### config.mk
export PLATFORM = sky130hd
export DESIGN_NAME = slot_reel_engine
export DESIGN_NICKNAME = d
export VERILOG_FILES = /design/src/rtl/slot_pkg.sv /design/src/rtl/slot_reel.sv /design/src/rtl/slot_reel_engine.sv
export SDC_FILE = /design/constraint.sdc
export NUM_CORES = 1
export LEC_CHECK = 0
export ABC_AREA = 1
export BUFFER_PORTS_ARGS = -buffer_cell sky130_fd_sc_hd__buf_2
export CAP_MARGIN = 20
export CORE_AREA = 2 2 103 105
export CTS_CLUSTER_SIZE = 40
export DETAILED_ROUTE_END_ITERATION = 7
export DIE_AREA = 0 0 105 107
export MAX_ROUTING_LAYER = met4
export PLACE_DENSITY = 0.62
export REMOVE_ABC_BUFFERS = 1
export SLEW_MARGIN = 20
export SYNTH_ARGS = -nofsm -noshare
export SYNTH_HDL_FRONTEND = slang
export SYNTH_SLANG_ARGS = --single-unit
### constraint.sdc
create_clock -name clk -period 4.3 [get_ports clk]
set_input_delay 0.215 -clock clk [delete_from_list [all_inputs] [get_ports clk]]
set_output_delay 0.215 -clock clk [all_outputs]
set_load 0.02 [all_outputs]
### src/rtl/slot_pkg.sv
// Shared types and constants for the slot reel engine.
// FSM state encoding, LED patterns and the payout multiplier helper.
package slot_pkg;

  typedef enum logic [2:0] {
    ST_IDLE,
    ST_SPIN,
    ST_EVAL,
    ST_PAYOUT,
    ST_OVER
  } state_e;

  localparam logic [9:0] LED_OFF   = 10'h000;
  localparam logic [9:0] LED_ALL   = 10'h3FF;
  localparam logic [9:0] LED_WALK0 = 10'h001;

  // all_match implies pair, so priority order matters here
  function automatic logic [7:0] payout_mult(
    input logic       all_m,
    input logic       pair,
    input logic [7:0] m_all,
    input logic [7:0] m_pair
  );
    logic [7:0] m;
    m = '0;
    priority case (1'b1)
      all_m:   m = m_all;
      pair:    m = m_pair;
      default: m = '0;
    endcase
    return m;
  endfunction

endpackage

### src/rtl/slot_reel.sv
// One animated reel: advances on ticks while running,
// then loads its final symbol on its own stop tick.
module slot_reel #(
  parameter int SYMBOL_W = 3,
  parameter int TK_W     = 6,
  parameter int STOP_AT  = 20
) (
  input  logic                clk,
  input  logic                rst_n,
  input  logic                start_i,
  input  logic                tick_i,
  input  logic [TK_W-1:0]     tick_num_i,
  input  logic [SYMBOL_W-1:0] seed_i,
  output logic [SYMBOL_W-1:0] sym_o,
  output logic                stopped_o
);

  logic [SYMBOL_W-1:0] sym_q, sym_d;
  logic                run_q, run_d;

  always_comb begin
    sym_d = sym_q;
    run_d = run_q;
    if (start_i) begin
      run_d = 1'b1;
    end else if (run_q && tick_i) begin
      if (tick_num_i == TK_W'(STOP_AT)) begin
        run_d = 1'b0;
        sym_d = seed_i;
      end else begin
        sym_d = sym_q + 1'b1;
      end
    end
  end

  always_ff @(posedge clk) begin
    if (!rst_n) begin
      sym_q <= '0;
      run_q <= 1'b0;
    end else begin
      sym_q <= sym_d;
      run_q <= run_d;
    end
  end

  assign sym_o     = sym_q;
  assign stopped_o = ~run_q;

endmodule

### src/rtl/slot_reel_engine.sv
// N-reel slot engine: bet, staggered reel stops, scoring, payout.
// Optional CHEAT_MODE_EN forces every reel to the top symbol.
module slot_reel_engine
  import slot_pkg::*;
#(
  parameter int N_REELS       = 3,
  parameter int SYMBOL_W      = 3,
  parameter int RNG_W         = 16,
  parameter int CREDIT_W      = 10,
  parameter int START_CREDITS = 10,
  parameter int MAX_CREDITS   = 999,
  parameter int BET_W         = 3,
  parameter int TICK_DIV      = 2500000,
  parameter int SPIN_TICKS    = 20,
  parameter int STAGGER_TICKS = 8,
  parameter int MULT_ALL      = 10,
  parameter int MULT_PAIR     = 2,
  parameter int FLASH_TICKS   = 16
) (
  input  logic                         clk,
  input  logic                         rst_n,
  input  logic                         btn_spin,
  input  logic                         cheat_mode,
  input  logic [BET_W-1:0]             sw_bet,
  input  logic [RNG_W-1:0]             random_seed,
  output logic [N_REELS*SYMBOL_W-1:0]  symbols,
  output logic [CREDIT_W-1:0]          current_credits,
  output logic [BET_W:0]               current_bet,
  output logic                         busy,
  output logic                         win,
  output logic [9:0]                   leds
);

  localparam int DIV_W = (TICK_DIV > 1) ? $clog2(TICK_DIV) : 1;
  localparam int MAX_STOP = SPIN_TICKS + (N_REELS - 1) * STAGGER_TICKS;
  localparam int TK_W = $clog2(MAX_STOP + 1);
  localparam int FL_W = $clog2(FLASH_TICKS + 1);
  localparam int PW   = CREDIT_W + 8;

  state_e               state_q, state_d;
  logic                 btn_q, edge_q;
  logic [DIV_W-1:0]     div_q, div_d;
  logic [TK_W-1:0]      tcnt_q, tcnt_d;
  logic [CREDIT_W-1:0]  credits_q, credits_d;
  logic [BET_W-1:0]     bet_q, bet_d;
  logic [PW-1:0]        payout_q, payout_d;
  logic [9:0]           walk_q, walk_d;
  logic [FL_W-1:0]      flash_q, flash_d;
  logic                 flash_on_q, flash_on_d;

  logic                 tick, tick_spin, spin_go, bet_ok;
  logic [TK_W-1:0]      tick_num;
  logic [SYMBOL_W-1:0]  sym [N_REELS];
  logic [N_REELS-1:0]   stopped;
  logic                 all_m, pair;
  logic [PW-1:0]        sum;
  logic [CREDIT_W-1:0]  new_cred;
  logic                 unused_in;

  assign tick      = (div_q == DIV_W'(TICK_DIV - 1));
  assign tick_spin = tick && (state_q == ST_SPIN);
  assign tick_num  = tcnt_q + 1'b1;
  assign unused_in = ^{1'b0, random_seed, cheat_mode};

`ifdef CHEAT_MODE_EN
  logic cheat_q, cheat_eff, r0_stop;
  assign r0_stop   = tick_spin && (tick_num == TK_W'(SPIN_TICKS));
  assign cheat_eff = r0_stop ? cheat_mode : cheat_q;

  always_ff @(posedge clk) begin
    if (!rst_n)       cheat_q <= 1'b0;
    else if (r0_stop) cheat_q <= cheat_mode;
  end
`endif

  for (genvar i = 0; i < N_REELS; i++) begin : g_reel
    logic [SYMBOL_W-1:0] seed_s;
`ifdef CHEAT_MODE_EN
    assign seed_s = cheat_eff ? '1
                  : random_seed[i*SYMBOL_W +: SYMBOL_W];
`else
    assign seed_s = random_seed[i*SYMBOL_W +: SYMBOL_W];
`endif
    slot_reel #(
      .SYMBOL_W (SYMBOL_W),
      .TK_W     (TK_W),
      .STOP_AT  (SPIN_TICKS + i * STAGGER_TICKS)
    ) u_reel (
      .clk        (clk),
      .rst_n      (rst_n),
      .start_i    (spin_go),
      .tick_i     (tick_spin),
      .tick_num_i (tick_num),
      .seed_i     (seed_s),
      .sym_o      (sym[i]),
      .stopped_o  (stopped[i])
    );
    assign symbols[i*SYMBOL_W +: SYMBOL_W] = sym[i];
  end

  always_comb begin
    all_m = 1'b1;
    pair  = 1'b0;
    for (int i = 1; i < N_REELS; i++)
      if (sym[i] != sym[0]) all_m = 1'b0;
    for (int i = 0; i < N_REELS; i++)
      for (int j = i + 1; j < N_REELS; j++)
        if (sym[i] == sym[j]) pair = 1'b1;
  end

  assign sum = PW'(credits_q) + payout_q;
  assign new_cred = (sum > PW'(MAX_CREDITS))
                  ? CREDIT_W'(MAX_CREDITS)
                  : sum[CREDIT_W-1:0];
  assign bet_ok = (sw_bet != '0)
               && (CREDIT_W'(sw_bet) <= credits_q);

  always_comb begin
    state_d    = state_q;
    credits_d  = credits_q;
    bet_d      = bet_q;
    payout_d   = payout_q;
    spin_go    = 1'b0;
    unique case (state_q)
      ST_IDLE: begin
        if (edge_q && bet_ok) begin
          spin_go   = 1'b1;
          state_d   = ST_SPIN;
          bet_d     = sw_bet;
          credits_d = credits_q - CREDIT_W'(sw_bet);
        end
      end
      ST_SPIN: begin
        if (&stopped) state_d = ST_EVAL;
      end
      ST_EVAL: begin
        payout_d = PW'(bet_q) * PW'(payout_mult(all_m, pair,
                     8'(MULT_ALL), 8'(MULT_PAIR)));
        state_d  = ST_PAYOUT;
      end
      ST_PAYOUT: begin
        credits_d = new_cred;
        state_d   = (new_cred == '0) ? ST_OVER : ST_IDLE;
      end
      ST_OVER: state_d = ST_OVER;
      default: state_d = ST_IDLE;
    endcase
  end

  // divider free-runs so the post-win flash keeps its rhythm in IDLE
  always_comb begin
    div_d      = tick ? '0 : div_q + 1'b1;
    tcnt_d     = tcnt_q;
    walk_d     = walk_q;
    flash_d    = flash_q;
    flash_on_d = flash_on_q;
    if (spin_go) begin
      div_d   = '0;
      tcnt_d  = '0;
      walk_d  = LED_WALK0;
      flash_d = '0;
    end else if (tick_spin) begin
      tcnt_d = tick_num;
      walk_d = {walk_q[8:0], walk_q[9]};
    end
    if (state_q == ST_PAYOUT && payout_q != '0) begin
      flash_d    = FL_W'(FLASH_TICKS);
      flash_on_d = 1'b1;
    end else if (state_q == ST_IDLE && tick && flash_q != '0) begin
      flash_d    = flash_q - 1'b1;
      flash_on_d = ~flash_on_q;
    end
  end

  always_ff @(posedge clk) begin
    if (!rst_n) begin
      state_q    <= ST_IDLE;
      btn_q      <= 1'b0;
      edge_q     <= 1'b0;
      div_q      <= '0;
      tcnt_q     <= '0;
      credits_q  <= CREDIT_W'(START_CREDITS);
      bet_q      <= '0;
      payout_q   <= '0;
      walk_q     <= LED_OFF;
      flash_q    <= '0;
      flash_on_q <= 1'b0;
    end else begin
      state_q    <= state_d;
      btn_q      <= btn_spin;
      edge_q     <= btn_spin & ~btn_q;
      div_q      <= div_d;
      tcnt_q     <= tcnt_d;
      credits_q  <= credits_d;
      bet_q      <= bet_d;
      payout_q   <= payout_d;
      walk_q     <= walk_d;
      flash_q    <= flash_d;
      flash_on_q <= flash_on_d;
    end
  end

  always_comb begin
    leds = LED_OFF;
    unique case (state_q)
      ST_IDLE: begin
        if (flash_q != '0) leds = {10{flash_on_q}};
        else               leds = 10'(bet_q);
      end
      ST_OVER: leds = LED_ALL;
      default: leds = walk_q;
    endcase
  end

  assign current_credits = credits_q;
  assign current_bet     = {1'b0, bet_q};
  assign busy = (state_q != ST_IDLE) && (state_q != ST_OVER);
  assign win  = (state_q == ST_PAYOUT) && (payout_q != '0);

endmodule

==> flow_summary.toml, run 1 <==
[logic_synthesis]
synth_top_area_cell = "dfxtp_1"
avgSynthCellArea_um2 = 7.00
yosysSeqAreaShare_pct = 34.6
synth.area.top_cells = "dfxtp_1 35%, nand2_1 12%, inv_1 6.5%"
synth_area_um2 = 4630
synth_edf_count = 0
yosys.area.top_type_share_pct = 34.6
yosysUniqueCellTypes = 44
synthCells = 662
synth_flop_cell = "dfxtp_1"
synth-async-reset-ratio_pct = 0
yosysWarnings = 0
synth_seq_cells = 80

[timing]
final-max-slew-violation-count = 0
fin_tns_setup_ns = 0
fmax_ghz = 0.375
tightest_slew_ns = 0.897
rsz0062_at_grt = "no"
worst_slack_ns = 1.64
setup_viol = 0
finalClockSkew_ns = 0.0167
slew_headroom_pct = 39.4
min_period_over_period_pct = 62.0
finalCriticalPeriod_ns = 2.66
final_hold_viol_count = 0

[floorplan]
initial_core_util_pct = 45.9
floorplan.die.width_um = 105
die_h_um = 107
io_pins = 58
fp-row-count = 37
die-area_um2 = 11200
core_region_area_um2 = 10100

[setup_path]
rr_worst_depth = 12
critPathArrivalTime_ns = 2.91
cp-start-kind = "register"
critical_path_required_ns = 4.55
r2r-start = "current_credits[0]"
setup.worst_path.end_class = "register"
r2r_slack_ns = 1.64
worst_r2r_endpoint = "div_q[21]"
crit_type = "register to register"
crit_fanout = 22

[layout]
antennaDiodeCount = 0
fin_util_pct = 51.3
fillers = 1051
nNetsFinal = 750
multiInputGateArea_um2 = 2640
final_common_cell = "nand2_1"
area_growth_pct = 11.7
fin_cells = 848
mostFrequentLayoutCells = "150 x nand2_1, 80 x inv_1, 80 x dfxtp_1"
drive_gt1_share_pct = 14.3
seq_area_um2 = 1600

[placement]
pre_cts_slack_ns = 1.67
port_buffers = 48
gp_congestion = 0.957
place_hpwl_um = 8400
place_inst = 832

[job]
cap_violations = 0

[clock_tree]
cts_made_buffers = 9
cts_setup_buffers = 0
cts_resized = 0
cts_tree = "yes"
clockBufferDepth = 2
clock_latency_ns = 0.36
hold_buffers = 0
clockRootBuffer = "clkbuf_8"
cts_sinks = 80
htree_levels = 3
clkTransAtPathRegs_ns = 0.09

[min_path]
holdPathEnd = "btn_q"
hold_class = "input pin to register"
worstHoldStart = "btn_spin"
hold_depth = 3

[power]
power_frac_comb_pct = 11.8
p_seq_share_pct = 50.6
power_mw = 1.54
power_density_nw_per_um2 = 298
irDropWorstVdd_mv = 0.190
p_leak_nw = 2.36
p_sw_mw = 0.438
clock_power_share_pct = 37.5
switching_share_pct = 28.4
p_int_mw = 1.10

[route]
ant_nets = 0
drcViolationCount = 0
first_pass_iters = 4
wl_per_cell_um = 13.2
wirelength_um = 11200
viasPerCell = 5.13
drt-initial-drc-count = 235
vias = 4347

[grt]
grt_max_degree = 29
grt_pass1_wl_um = 19200
antenna_found_initial = 0
grt_use_total_pct = 21.6
grt_use_met2_pct = 35.3
grt_pass1_vias = 4161
grt_use_met1_pct = 27.4
met3_usage_pct = 3.77
grt-ovfl-total = 0
top_usage_layer = "met2"

[run_status]
status = "finished, final reports clean"
[how the worst max path moves through the flow]
stage / start / cells after the start / slack [ns] / to
2_1_floorplan: current_credits[0] / 12 / 2.04 / div_q[21]
3_3_place_gp: current_credits[0] / 12 / 1.69 / div_q[21]
3_5_place_dp: current_credits[0] / 12 / 1.67 / div_q[21]
4_1_cts: current_credits[0] / 12 / 1.66 / div_q[21]
5_1_grt: current_credits[0] / 14 / 1.44 / current_credits[2]
6_report: current_credits[0] / 12 / 1.64 / div_q[21]
[cells in the mapped netlist (10+ instances only)]
cell / number
dfxtp_1: 80
nor3_1: 13
nand4_1: 10
xor2_1: 19
inv_1: 80
nand2_1: 150
nand3_1: 37
ha_1: 18
xnor2_1: 12
o21ai_0: 35
nor2_1: 63
a21oi_1: 55
[worst max-delay path: stages (launching register included)]
cell and delay (ns):
dfxtp_1 0.41, inv_1 0.08, ha_1 0.21, fa_1 0.40, inv_1 0.07, nand2_1 0.08
nand3_2 0.11, nor2_4 0.05, nand2_1 0.10, nand3_2 0.33, nand3_2 0.50, a21oi_1 0.08
o21a_1 0.12
[cells by family after synthesis]
logic type	share of synthesized area [%]
buffers and inverters	8.46
flip-flops	34.6
other	0.0810
adder cells (fa/ha/maj)	5.73
AO/OA/AOI/OAI	14.2
XOR/XNOR	5.86
AND/OR/NAND/NOR	31.0
[power by group through the flow]
stage	Clock, mW	Combinational [mW]	Sequential, mW
floorplan	0	0.119	0.800
global placement	0	0.180	0.797
finish	0.579	0.183	0.781
detailed placement	0	0.182	0.798
CTS	0.596	0.183	0.780
global route	0.622	0.207	0.784
[final cells by class]
class | count | area share, %
Tap cell | 136 | 3.29
Multi-Input combinational cell | 483 | 51.0
Inverter | 85 | 6.17
Clock buffer | 10 | 2.66
Timing Repair Buffer | 48 | 4.64
Clock inverter | 6 | 1.31
Sequential cell | 80 | 31.0
[routing by layer]
layer  vias up  routed length (um)
li1       2255                   -
met2        94                5200
met3        14                 467
met5         -                   0
met4         0                 179
met1      1984                5330
[stage by stage]
stage / area, um^2 / hold slack (ns)
6_report: 5170 / 0.0819
3_5_place_dp: 4970 / 0.377
4_1_cts: 5170 / 0.0611
2_1_floorplan: 4560 / 0.326
3_3_place_gp: 4970 / 0.374
5_1_grt: 5170 / 0.0754
[sequential cells by signal, indices dropped and copies added, names as in the netlist]
signal               count
g_reel.u_reel.run_q      3
flash_q                  5
tcnt_q                   6
walk_q                  10
btn_q                    1
bet_q                    3
flash_on_q               1
div_q                   22
payout_q                 6
state_q                  3
g_reel.u_reel.sym_o      9
current_credits         10
edge_q                   1
No activity file was read; power rests on OpenSTA's default activity.
==> inputs of run 2 (changes only) <==
Settings changed: ABC_AREA 1 to 0, CORE_AREA 2 2 103 105 to 2 2 102 104, DIE_AREA 0 0 105 107 to 0 0 104 106.
Clock period 4.3 ns to 2.6 ns, I/O delays scaled along.
==> run 2 against run 1 <==
Against the previous run: combinational power increased by 99%; die area decreased by 1.9%; worst setup slack got worse by 1.5 ns; core utilization increased by 1.1 points; count of clock-buffer cells in the layout decreased by 1; synthesized area decreased by 2.2%; largest power group unchanged; sequential share of layout area decreased by 0.38 points; sequential cell count unchanged; design area increased by 1.2%; final cell count decreased by 12%; synthesized cell count decreased by 17%; critical endpoint is now current_credits[5].
==> flow_summary.toml, run 2 <==
[run_status]
status = "finished, final reports clean"

[setup_path]
crit_end = "current_credits[5]"
critPathArrivalTime_ns = 2.74
path_buf_inv = 1
critical_path_required_ns = 2.83
r2r_slack_ns = 0.09
worstPathCellList = "inv_1 -> ha_1 -> fa_1 -> nand2b_1 -> nand4_1 -> o211ai_1 -> or4_4 -> o211a_1 -> o31a_1"
path_depth = 9
slowest_stage = "or4_4"
setup.worst_path.end_class = "register"
cp-startpoint = "current_credits[0]"
rr_worst_depth = 9
worst_r2r_endpoint = "current_credits[5]"
r2r-start = "current_credits[0]"
cp_top_family = "simple AND/OR/NAND/NOR gates"
crit_fanout = 4
crit_type = "register to register"
cp_slowest_stage_delay_ns = 0.51
cp-start-kind = "register"

[logic_synthesis]
synth_edf_count = 0
synth_seq_cells = 80
yosys-top-cells-count = "80 x dfxtp_1, 78 x nor2_1, 35 x nand2_1, 28 x nand3_1, 26 x a21oi_1"
avgSynthCellArea_um2 = 8.27
synth.area.top_cells = "dfxtp_1 35%, nor2_1 6.5%, ha_1 5.0%"
yosysUniqueCellTypes = 65
synth_flop_cell = "dfxtp_1"
yosysMostFrequentCell = "dfxtp_1"
yosysWarnings = 0
yosys.area.top_type_share_pct = 35.4
synthCells = 548
synth-async-reset-ratio_pct = 0
synth_area_um2 = 4530
yosysSeqAreaShare_pct = 35.4
synth_top_area_cell = "dfxtp_1"

[grt]
grt_use_total_pct = 19.9
antenna_found_initial = 0
grt_pass1_wl_um = 17500
grt-ovfl-total = 0
grt_pass1_vias = 3792
grt_max_degree = 26

[timing]
finalCriticalPeriod_ns = 2.51
setup_viol = 0
finalClockSkew_ns = 0.0143
tightest_slew_ns = 0.693
final-max-slew-violation-count = 0
rsz0062_at_grt = "yes"
fmax_ghz = 0.399
fin_tns_setup_ns = 0
min_period_over_period_pct = 96.4
final_hold_viol_count = 0
slew_headroom_pct = 53.4

[route]
wirelength_um = 10500
wl_per_cell_um = 14.1
drt-initial-drc-count = 161
drcViolationCount = 0
viasPerCell = 5.42
vias = 4030
first_pass_iters = 4
ant_nets = 0

[power]
power_frac_comb_pct = 13.5
switching_share_pct = 27.9
p_sw_mw = 0.755
p_leak_nw = 2.21
p_seq_share_pct = 48.2
clock_power_share_pct = 38.3
power_density_nw_per_um2 = 516
p_int_mw = 1.95
irDropWorstVdd_mv = 0.342

[floorplan]
initial_core_util_pct = 45.3
die_h_um = 106
floorplan.die.width_um = 104
core_region_area_um2 = 10000
io_pins = 58
fp-row-count = 37
die-area_um2 = 11000

[clock_tree]
cts_sinks = 80
clockBufferDepth = 2
cts_tree = "yes"
clockRootBuffer = "clkbuf_8"
clkTransAtPathRegs_ns = 0.09
clock_latency_ns = 0.35
htree_levels = 3
cts_made_buffers = 9

[layout]
antennaDiodeCount = 0
final_common_cell = "dfxtp_1"
drive_gt1_share_pct = 16.1
nNetsFinal = 645
fillers = 988
largest_register_ffs = 22
fin_cells = 743
mostFrequentLayoutCells = "80 x dfxtp_1, 78 x nor2_1, 48 x buf_2"
finalInstanceArea_um2 = 5240
area_growth_pct = 15.6
regMostFlops = "div_q"

[min_path]
hold_class = "input pin to register"

[job]
cap_violations = 0

[placement]
place_inst = 725
dpl-instance-area_um2 = 4970
place_hpwl_um = 7860
gp_congestion = 0.877
port_buffers = 48
==> run 2: cell count changes in the layout (fill, tap and decap cells not counted), sizes merged, moves of 16 or more <==
cell   previous run  this run
buf              48        66
mux2i             0        18
nand2           154        35
nor2b             0        16
a21oi            55        26
o21ai            35        18
inv              86        21
==> run 2: cell families (layout without fill, tap and decap cells) <==
| logic type | Yosys count | in the layout | synth area share (%) |
|---|---|---|---|
| AO/OA/AOI/OAI | 104 | 104 | 15.4 |
| XOR/XNOR | 41 | 41 | 7.93 |
| flip-flops | 80 | 80 | 35.4 |
| AND/OR/NAND/NOR | 237 | 237 | 26.7 |
| other | 1 | 1 | 0.0828 |
| multiplexers | 21 | 21 | 4.72 |
| buffers and inverters | 44 | 103 | 3.95 |
| adder cells (fa/ha/maj) | 20 | 20 | 5.86 |
==> run 2: worst reg2reg max path, delay by kind of cell, from the launching register on <==
family          cells  cell delay, ns
fa+ha+maj           2            0.58
buf+inv             1            0.05
flops               1            0.34
simple gates        3            0.84
compound gates      3            0.58
==> run 2: worst min path at each step <==
stage,depth (start not counted),slack (ns),endpoint,startpoint
finish,3,0.12,bet_q[0],sw_bet[0]
CTS,4,0.11,g_reel[2].u_reel.sym_o[0],random_seed[6]
global route,3,0.13,g_reel[0].u_reel.sym_o[0],random_seed[0]
floorplan,1,0.21,current_credits[1],rst_n
detailed placement,2,0.37,btn_q,btn_spin
global placement,2,0.37,btn_q,btn_spin
==> run 2: power groups by stage <==
stage               Clock [mW]  Sequential, mW  Combinational [mW]
floorplan                    0            1.34               0.218
global placement             0            1.33               0.357
detailed placement           0            1.33               0.360
CTS                       1.06            1.30               0.365
global route              1.11            1.31               0.409
finish                    1.04            1.30               0.365
==> run 2: repair_timing <==
action / 4_1_cts / 5_1_grt
endpoints found under the setup margin: 0 / 8
hold endpoints to repair: 1 / 0
resized for setup: 0 / 6
hold buffers: 1 / 0
buffers inserted: 0 / 1
==> run 2: per-layer routing <==
layer | part of all wire (%) | up-vias | track usage, %
li1 | - | 2045 | -
met1 | 46 | 1903 | 24.4
met2 | 49 | 67 | 33.1
met3 | 3.0 | 15 | 2.76
met4 | 2.0 | 0 | 8.20
met5 | 0 | - | -
==> run 2: cell type report <==
| class | instances | area [um^2] | area share [%] |
|---|---|---|---|
| clock buffers | 9 | 124 | 2.37 |
| well taps | 136 | 170 | 3.25 |
| repair buffers | 67 | 385 | 7.36 |
| multi-input cells | 424 | 2780 | 53.1 |
| inverters | 20 | 75.1 | 1.43 |
| flip-flops and latches | 80 | 1600 | 30.6 |
| clock inverters | 7 | 103 | 1.96 |
==> run 2: per-stage QoR <==
| stage | hold slack [ns] | setup WS [ns] | util [%] | total power, mW |
|---|---|---|---|---|
| after floorplan | 0.206 | -0.658 | - | 1.56 |
| after global placement | 0.366 | 0.143 | 49.7 | 1.68 |
| after detailed placement | 0.367 | 0.102 | 49.7 | 1.69 |
| after CTS | 0.108 | 0.0859 | 52.1 | 2.72 |
| after global routing | 0.129 | -0.0356 | 52.4 | 2.82 |
| final | 0.119 | 0.0939 | 52.4 | 2.70 |
==> inputs of run 3 (changes only) <==
Settings changed: PLACE_DENSITY 0.62 to 0.8.
Clock period 2.6 ns to 2.1 ns, I/O delays scaled along.
==> run 3 against run 2 <==
Against the previous run: maximum frequency rose by 2.3%; the flow now finishes with violations (negative setup slack); non-clock buffer count increased by 86; largest cell class unchanged; global-route usage grew 4.8 points; total power grew 34%; worst setup slack got worse by 0.44 ns; wire length rose by 42%; sequential power is 24% higher; first-iteration DRC count rose by 96%; sequential cell count stayed put; core utilization rose by 15 points.
==> flow_summary.toml, run 3 (synthesized netlist as in run 2, its figures left out) <==
[layout]
fin_util_pct = 67.6
area_growth_pct = 49.2
drive_gt1_share_pct = 43.6
largest_register_ffs = 22
antennaDiodeCount = 0
fin_cells = 829
mostFrequentLayoutCells = "82 x buf_4, 66 x dfxtp_1, 41 x nor2_1"
nNetsFinal = 731
regMostFlops = "div_q"
finalInstanceArea_um2 = 6760
final_common_cell = "buf_4"

[route]
wl_per_cell_um = 17.9
vias = 4780
drcViolationCount = 0
first_pass_iters = 5
viasPerCell = 5.77
drt-initial-drc-count = 316
ant_nets = 0
wirelength_um = 14900

[floorplan]
floorplan.die.width_um = 104
core_region_area_um2 = 10000
io_pins = 58
fp-row-count = 37
initial_core_util_pct = 45.3
die_h_um = 106
die-area_um2 = 11000

[timing]
tightest_slew_ns = 0.522
worst_slack_ns = -0.350
finalClockSkew_ns = 0.0172
setup_viol = 30
final-max-slew-violation-count = 0
slew_headroom_pct = 65.2
min_period_over_period_pct = 117
final_hold_viol_count = 0
rsz0062_at_grt = "yes"
fin_tns_setup_ns = -3.67
fmax_ghz = 0.408
finalCriticalPeriod_ns = 2.45

[setup_path]
critical_path_required_ns = 2.39
worstPathCellList = "ha_4 -> fa_2 -> buf_6 -> buf_6 -> or4_4 -> o41ai_4 -> nor2_2 -> nor3_2 -> nand4_1 -> o22ai_2"
crit_fanout = 3
cp-startpoint = "current_credits[1]"
r2r_slack_ns = -0.35
crit_end = "state_q[2]"
cpMostUsedCell = "buf_6"
setup.worst_path.end_class = "register"
rr_worst_depth = 10
crit_type = "register to register"
critPathArrivalTime_ns = 2.75
cp_slowest_stage_delay_ns = 0.43
cp-start-kind = "register"
r2r-start = "current_credits[1]"
slowest_stage = "or4_4"
worst_r2r_endpoint = "state_q[2]"

[placement]
place_inst = 779
pre_cts_slack_ns = -0.427
gp_congestion = 0.900
dpl-instance-area_um2 = 5400
place_hpwl_um = 8850
port_buffers = 48

[clock_tree]
htree_levels = 3
cts_tree = "yes"
clkTransAtPathRegs_ns = 0.09
clockRootBuffer = "clkbuf_8"
cts_sinks = 80
clock_latency_ns = 0.37
clockBufferDepth = 2
cts_made_buffers = 9

[grt]
grt_pass1_vias = 4517
top_usage_layer = "met2"
grt_pass1_wl_um = 21500
grt-ovfl-total = 0
grt_use_total_pct = 24.7
antenna_found_initial = 0
grt_max_degree = 23
met3_usage_pct = 5.03
grt_use_met1_pct = 28.2
grt_use_met2_pct = 42.2

[run_status]
violations = "negative setup slack"
status = "finished with violations"

[power]
p_leak_nw = 2.79
power_density_nw_per_um2 = 536
irDropWorstVdd_mv = 0.446

[job]
cap_violations = 0

[min_path]
hold_class = "input pin to register"
hold_depth = 4
## run 3: worst min-delay path by stage
stage	startpoint	endpoint	slack [ns]
final	random_seed[6]	g_reel[2].u_reel.sym_o[0]	0.08
after floorplan	rst_n	current_credits[1]	0.18
after CTS	random_seed[6]	g_reel[2].u_reel.sym_o[0]	0.07
after detailed placement	btn_spin	btn_q	0.34
after global placement	btn_spin	btn_q	0.33
after global routing	random_seed[6]	g_reel[2].u_reel.sym_o[0]	0.08
## run 3: layout make-up
| cell class | count | area, um^2 |
|---|---|---|
| Sequential cell | 80 | 1620 |
| Clock buffer | 10 | 128 |
| Fill cell | 713 | 3240 |
| Clock inverter | 6 | 67.6 |
| Timing Repair Buffer | 153 | 1250 |
| Multi-Input combinational cell | 424 | 3440 |
| Tap cell | 136 | 170 |
| Inverter | 20 | 77.6 |
## run 3: layer usage
metal	part of all wire (%)	up-vias
met5	0	-
li1	-	2215
met4	3.4	0
met2	51	195
met3	5.5	59
met1	40	2311
## run 3: repair_timing
| action | 4_1_cts | 5_1_grt |
|---|---|---|
| cloned | 1 | 3 |
| hold endpoints to repair | 1 | 0 |
| endpoints found under the setup margin | 41 | 77 |
| pin swaps | 32 | 69 |
| hold buffers | 1 | 0 |
| gates resized for setup | 68 | 158 |
| buffers inserted | 18 | 12 |
## run 3: through the flow
stage / hold WS [ns] / power (mW)
floorplan: 0.181 / 1.93
global placement: 0.331 / 2.16
detailed placement: 0.341 / 2.17
CTS: 0.0733 / 3.44
global route: 0.0827 / 3.76
finish: 0.0794 / 3.63
## run 3: where the power goes
part / internal, mW / switching [mW]
sequential: 1.56 / 0.0508
combinational: 0.376 / 0.454
clock: 0.557 / 0.630
total: 2.49 / 1.13
## run 3: worst max-delay path: cells and delay by family (launching register included)
| kind | cells | cell delay [ns] |
|---|---|---|
| compound gates | 2 | 0.33 |
| fa+ha+maj | 2 | 0.58 |
| buf+inv | 2 | 0.26 |
| flops | 1 | 0.37 |
| simple gates | 4 | 0.85 |
